<file path="src/rtl/dpcd_init.sv">
// dpcd_init: reads the DPCD receiver capabilities, then writes LINK_BW_SET/LANE_COUNT_SET with retries.
// Define DPCD_VERIFY_EN to read back and compare every write.
module dpcd_init #(
  parameter int NCAP = 16,
  parameter int RETRIES = 7,
  parameter int GAPCYC = 4000
) (
  input  logic        clk,
  input  logic        reset,
  input  logic        start,
  output logic        busy,
  output logic        done,
  output logic        fail,
  input  logic [3:0]  capaddr,
  output logic [7:0]  capdata,
  output logic [7:0]  linkbw,
  output logic [7:0]  lanes,
  output logic [19:0] auxaddr,
  output logic [7:0]  auxwdata,
  output logic        auxreq,
  output logic        auxwr,
  input  logic        auxack,
  input  logic        auxerr,
  input  logic [7:0]  auxrdata
);
`ifdef DPCD_VERIFY_EN
  localparam int NT = NCAP + 4;
`else
  localparam int NT = NCAP + 2;
`endif
  localparam logic [4:0] NC = 5'(NCAP);
  localparam logic [4:0] LAST = 5'(NT - 1);
  localparam logic [2:0] RMAX = 3'(RETRIES);
  localparam logic [15:0] GLAST = 16'(GAPCYC - 1);
  typedef enum logic [2:0] {IDLE, REQ, GAP, NEXT, DONE, FAIL} state_t;
  state_t state, state_n;
  logic [4:0] i, i_n;
  logic [2:0] r, r_n;
  logic [15:0] gcnt;
  logic [7:0] cap [16];
  logic [19:0] t_addr;
  logic t_wr;
  logic [7:0] t_data, bw_v, lanes_v;
  logic [4:0] l_raw;
  logic rb, bad;
  assign auxreq = state == REQ;
  assign busy = state == REQ || state == GAP || state == NEXT;
  assign done = state == DONE;
  assign capdata = cap[capaddr];
  assign rb = !auxwr && i >= NC;
  // a readback that disagrees with the written value is treated like an AUX error
  assign bad = auxerr || (rb && auxrdata != auxwdata);
  assign l_raw = cap[2][4:0];
  assign bw_v = (cap[1] == 8'h06 || cap[1] == 8'h0A || cap[1] == 8'h14) ? cap[1] : 8'h06;
  assign lanes_v = {cap[2][7], 2'b00, (l_raw == 5'd1 || l_raw == 5'd2 || l_raw == 5'd4) ? l_raw : 5'd1};
  always_comb begin
`ifdef DPCD_VERIFY_EN
    t_addr = i_n < NC ? {15'd0, i_n} : (i_n < NC + 5'd2 ? 20'h00100 : 20'h00101);
    t_wr = i_n == NC || i_n == NC + 5'd2;
`else
    t_addr = i_n < NC ? {15'd0, i_n} : (i_n == NC ? 20'h00100 : 20'h00101);
    t_wr = i_n >= NC;
`endif
    t_data = i_n < NC ? 8'd0 : (t_addr[0] ? lanes : linkbw);
  end
  always_comb begin
    state_n = state;
    i_n = i;
    r_n = r;
    case (state)
      IDLE: if (start) begin
        state_n = REQ;
        i_n = '0;
        r_n = '0;
      end
      REQ: if (auxack) begin
        if (!bad) state_n = NEXT;
        else if (r < RMAX) begin
          state_n = GAP;
          r_n = r + 3'd1;
          i_n = rb ? i - 5'd1 : i;
        end else state_n = FAIL;
      end
      GAP: if (gcnt == GLAST) state_n = REQ;
      NEXT: begin
        i_n = i + 5'd1;
`ifdef DPCD_VERIFY_EN
        r_n = auxwr ? r : 3'd0;
`else
        r_n = 3'd0;
`endif
        state_n = i == LAST ? DONE : REQ;
      end
      default: state_n = IDLE;
    endcase
  end
  always_ff @(posedge clk) begin
    if (reset) begin
      state <= IDLE;
      i <= '0;
      r <= '0;
      gcnt <= '0;
      fail <= 1'b0;
      auxaddr <= '0;
      auxwdata <= '0;
      auxwr <= 1'b0;
      linkbw <= '0;
      lanes <= '0;
      for (int k = 0; k < 16; k++) cap[k] <= '0;
    end else begin
      state <= state_n;
      i <= i_n;
      r <= r_n;
      gcnt <= state == GAP ? gcnt + 16'd1 : '0;
      fail <= (state == IDLE && start) ? 1'b0 : (state_n == FAIL ? 1'b1 : fail);
      if (state_n == REQ && state != REQ) begin
        auxaddr <= t_addr;
        auxwdata <= t_data;
        auxwr <= t_wr;
      end
      if (state == REQ && auxack && !auxerr && !auxwr && i < NC) cap[i[3:0]] <= auxrdata;
      if (state == NEXT && i == 5'd1) linkbw <= bw_v;
      if (state == NEXT && i == 5'd2) lanes <= lanes_v;
    end
  end
endmodule

</file>
<file path="config.mk">
export PLATFORM = sky130hd
export DESIGN_NAME = dpcd_init
export DESIGN_NICKNAME = d
export VERILOG_FILES = /design/src/rtl/dpcd_init.sv
export SDC_FILE = /design/constraint.sdc
export NUM_CORES = 1
export LEC_CHECK = 0
export ABC_AREA = 1
export BUFFER_PORTS_ARGS = -buffer_cell sky130_fd_sc_hd__buf_2
export CORE_MARGIN = 2
export CORE_UTILIZATION = 40
export CTS_CLUSTER_DIAMETER = 40
export DETAILED_ROUTE_END_ITERATION = 10
export GPL_TIMING_DRIVEN = 0
export PLACE_DENSITY = 0.67
export SLEW_MARGIN = 15
export SYNTH_ARGS = -nofsm -noshare
export SYNTH_HDL_FRONTEND = slang
export SYNTH_SLANG_ARGS = --single-unit
</file>
<file path="constraint.sdc">
create_clock -name clk -period 4.8 [get_ports clk]
set_input_delay 1.44 -clock clk [delete_from_list [all_inputs] [get_ports clk]]
set_output_delay 1.44 -clock clk [all_outputs]
set_load 0.1 [all_outputs]
</file>
==> metrics.md <==
| Metric | Value |
|---|---|
| Max Cap Violations | 0 |
| Post-synth EDFFs | 128 |
| 1st-pass router iterations | 8 |
| Ports | 74 |
| Design Area, Final | 0.0100 mm^2 |
| Startpoint types | input pin |
| First-pass GRT wire length | 34500 um |
| Initial antenna violation count | 0 |
| Post-route DRC | 0 |
| Headroom to the max-slew limit | 0.470 |
| Die X | 151 um |
| Drt wl/cell | between 15 and 20 um |
| RSZ-0062 raised after global routing | yes |
| Cell taking the most area after synthesis | edfxtp_1 |
| Worst Setup End Kind | primary output |
| Num CTS Buffers | 17 |
| Commonest non-fill, non-tap cell in the layout | nor2_1 |
| CTS max path bufs | 2 |
| Row count | between 50 and 60 |
| Synth cell types | 40 |
| Vias in the first global route | ~6400 |
| GR Overflow Total | 0 |
| Total GRT Usage | 0.203 |
| Skew final | 9.27 ps |
| Hold Crit Start | gcnt[0]$_SDFF_PP0_ |
| Vias post-DR | 6978 |
| Ys async rst share | 0 |
| Run status | completed |
| CTS tree | built |
| Starting Density | 0.411 |
| FMAX | 210 MHz |
| ANT cells | 0 |
| Final worst slack | 43.8 ps |
| Critical R2R Launch | state[0]$_SDFF_PP0_ |
| CP Data Required Time | 3360 ps |
| Fin crit share | 0.991 |
| # Post-CTS Setup Buffers | 0 |
| Area delta synth->final | 15.3% |
| Die height | 151 um |
| Core ar. | roughly 0.021 mm^2 |
| Post-DRT Antenna Nets | 0 |
| Initial DRC count | roughly 710 |
| Clock root buffer | clkbuf_16 |
| Max Used Layer | met4 |
| DIE AREA | around 0.023 mm^2 |
| Clock transition at path regs | about 60 ps |
| Met2 Routed Length | roughly 10000 um |
| Port Buffers | 53 |
| Register area share after synthesis | 0.569 |
| Pre-CTS WS | -279 ps |
| Final Hold Fails | 0 |
| Crit path DAT | 3320 ps |
| Peak VDD IR | 0.321 mV |
| Most used DFF post-synth | edfxtp_1 |
| Worst skew pair latency | 430 ps |
| Final worst path period need | 4760 ps |
| Setup-failing EPs final | 0 |
| Worst Hold Class | flop to flop |
| Share of the synthesized area in the top cell type | 0.443 |
| Type of the worst setup path | input pin to primary output |
| Cell leakage power | 0.00420 uW |
| Worst Tran Pin Value | 795 ps |
| Hold Slack | 449 ps |
| Mapped Cells | between 900 and 1000 |
| Cell Area, Synth | 0.00869 mm^2 |
| Most frequent cells in the layout | nor2_1 (173), edfxtp_1 (128), nand2_1 (126), inv_1 (103), a21oi_1 (69) |
| Final Net Count | ~1100 |
| Register bit total from synthesis | ~180 |
| Top post-synthesis cells by area | edfxtp_1 (44%), dfxtp_1 (13%), nor2_1 (7.5%), nand2_1 (5.4%), inv_1 (4.5%) |
| Power density cells | 368 mW/mm^2 |
| H-tree Lvls | 4 |
| Routed WL | ~23000 um |
| Sink Count | 183 |
| Ys Warns | 0 |
| M1 WL | 9940 um |
| Slew Limit Fails | 0 |
| Core Util, Final | 0.473 |
| DP HPWL | approximately 16000 um |
| Vias per std cell | around 5.2 |
| Avg Inst Size Synth | 9.10 um^2 |
| Total chip power | 3680 uW |
| Largest net degree at the start of global routing | 17 |
| Gp weighted congestion | 0.872 |
| Share of layout cells above drive strength 1 | 0.134 |
| Met3 wire length | 2000 um |
| Placed Area | 0.00936 mm^2 |
| Crit Path Max Fanout | 10 |
| Crit path from | capaddr[0] |
| Hold Buf Count CTS | 0 |
## area by class of cell
type / instances / area (um^2)
clock inverter: 12 / 201
multi-input combinational: 610 / 3060
inverter: 122 / 458
buffer: 55 / 293
clock buffer: 20 / 437
sequential: 183 / 4940
fill: 1978 / 11100
tap: 275 / 344
timing repair buffer: 53 / 273
## cells by family (layout without fill, tap and decap cells)
group           Yosys count  after routing  share of synthesized area
flops                   183            183                      0.569
fa+ha+maj                 6              6                    0.00864
buf+inv                 177            262                     0.0850
other cells               1             17                   0.000432
compound gates          172            172                      0.115
mux                      29             29                     0.0334
simple gates            382            382                      0.184
xor+xnor                  4              4                    0.00403
## sequential cells by signal, summed over array words and instances (netlist names)
register / count
cap: 128
gcnt: 16
auxwdata: 8
linkbw: 8
lanes: 6
auxaddr: 5
i: 5
r: 3
state: 3
fail: 1
## path summary, 6_finish.rpt
| path | end | slack [ps] | cells after the start |
|---|---|---|---|
| worst max-delay path | capdata[2] | 40 | 7 |
| worst min-delay path | gcnt[0]$_SDFF_PP0_ | 450 | 1 |
| worst max register to register | cap[6][2]$_SDFFCE_PN0P_ | 1770 | 10 |
| worst min register to register | gcnt[0]$_SDFF_PP0_ | 450 | 1 |
## power by group
part           switching, uW  internal (uW)  leakage [uW]
Sequential              16.4           1720       0.00177
Clock                    597            924      0.000292
Combinational            339           82.7       0.00214
Total                    952           2730       0.00420
## cells in the mapped netlist, drive strengths merged, types with 2 or more instances
cell type and number:
o211ai 37, nor2 177, nor3 13, a21oi 69
clkbuf 30, a211oi 3, xnor2 3, mux2i 29
o31ai 2, ha 6, nand3 50, dfxtp 55
o21ai 56, nand2 131, nand4 4, buf 25
edfxtp 128, nor4 5, clkinv 2, inv 120
## metal layers
| layer | GRT usage | up-vias |
|---|---|---|
| met1 | 0.283 | 3261 |
| met4 | 0.0598 | 0 |
| met2 | 0.321 | 325 |
| met5 | 0 | - |
| met3 | 0.0401 | 40 |
| li1 | - | 3352 |
## worst max-delay path, cell delays in order
cell and delay [ps]:
clkbuf_1 280, clkbuf_1 500, a21oi_1 160, o211ai_1 290
nand3_1 140, nand2_1 80, buf_2 420
## stage by stage
| stage | instances | setup TNS, ps |
|---|---|---|
| after CTS | 1330 | 0 |
| after detailed placement | 1298 | -1630 |
| after global routing | 1330 | -14.5 |
| after floorplan | 970 | 0 |
| after global placement | 1298 | -1400 |
| final | 1330 | 0 |
## what timing repair did
item,CTS,global route
setup endpoints to repair,8,7
cloned,0,0
gates resized for setup,5,10
(Power assumes the default switching activity.)
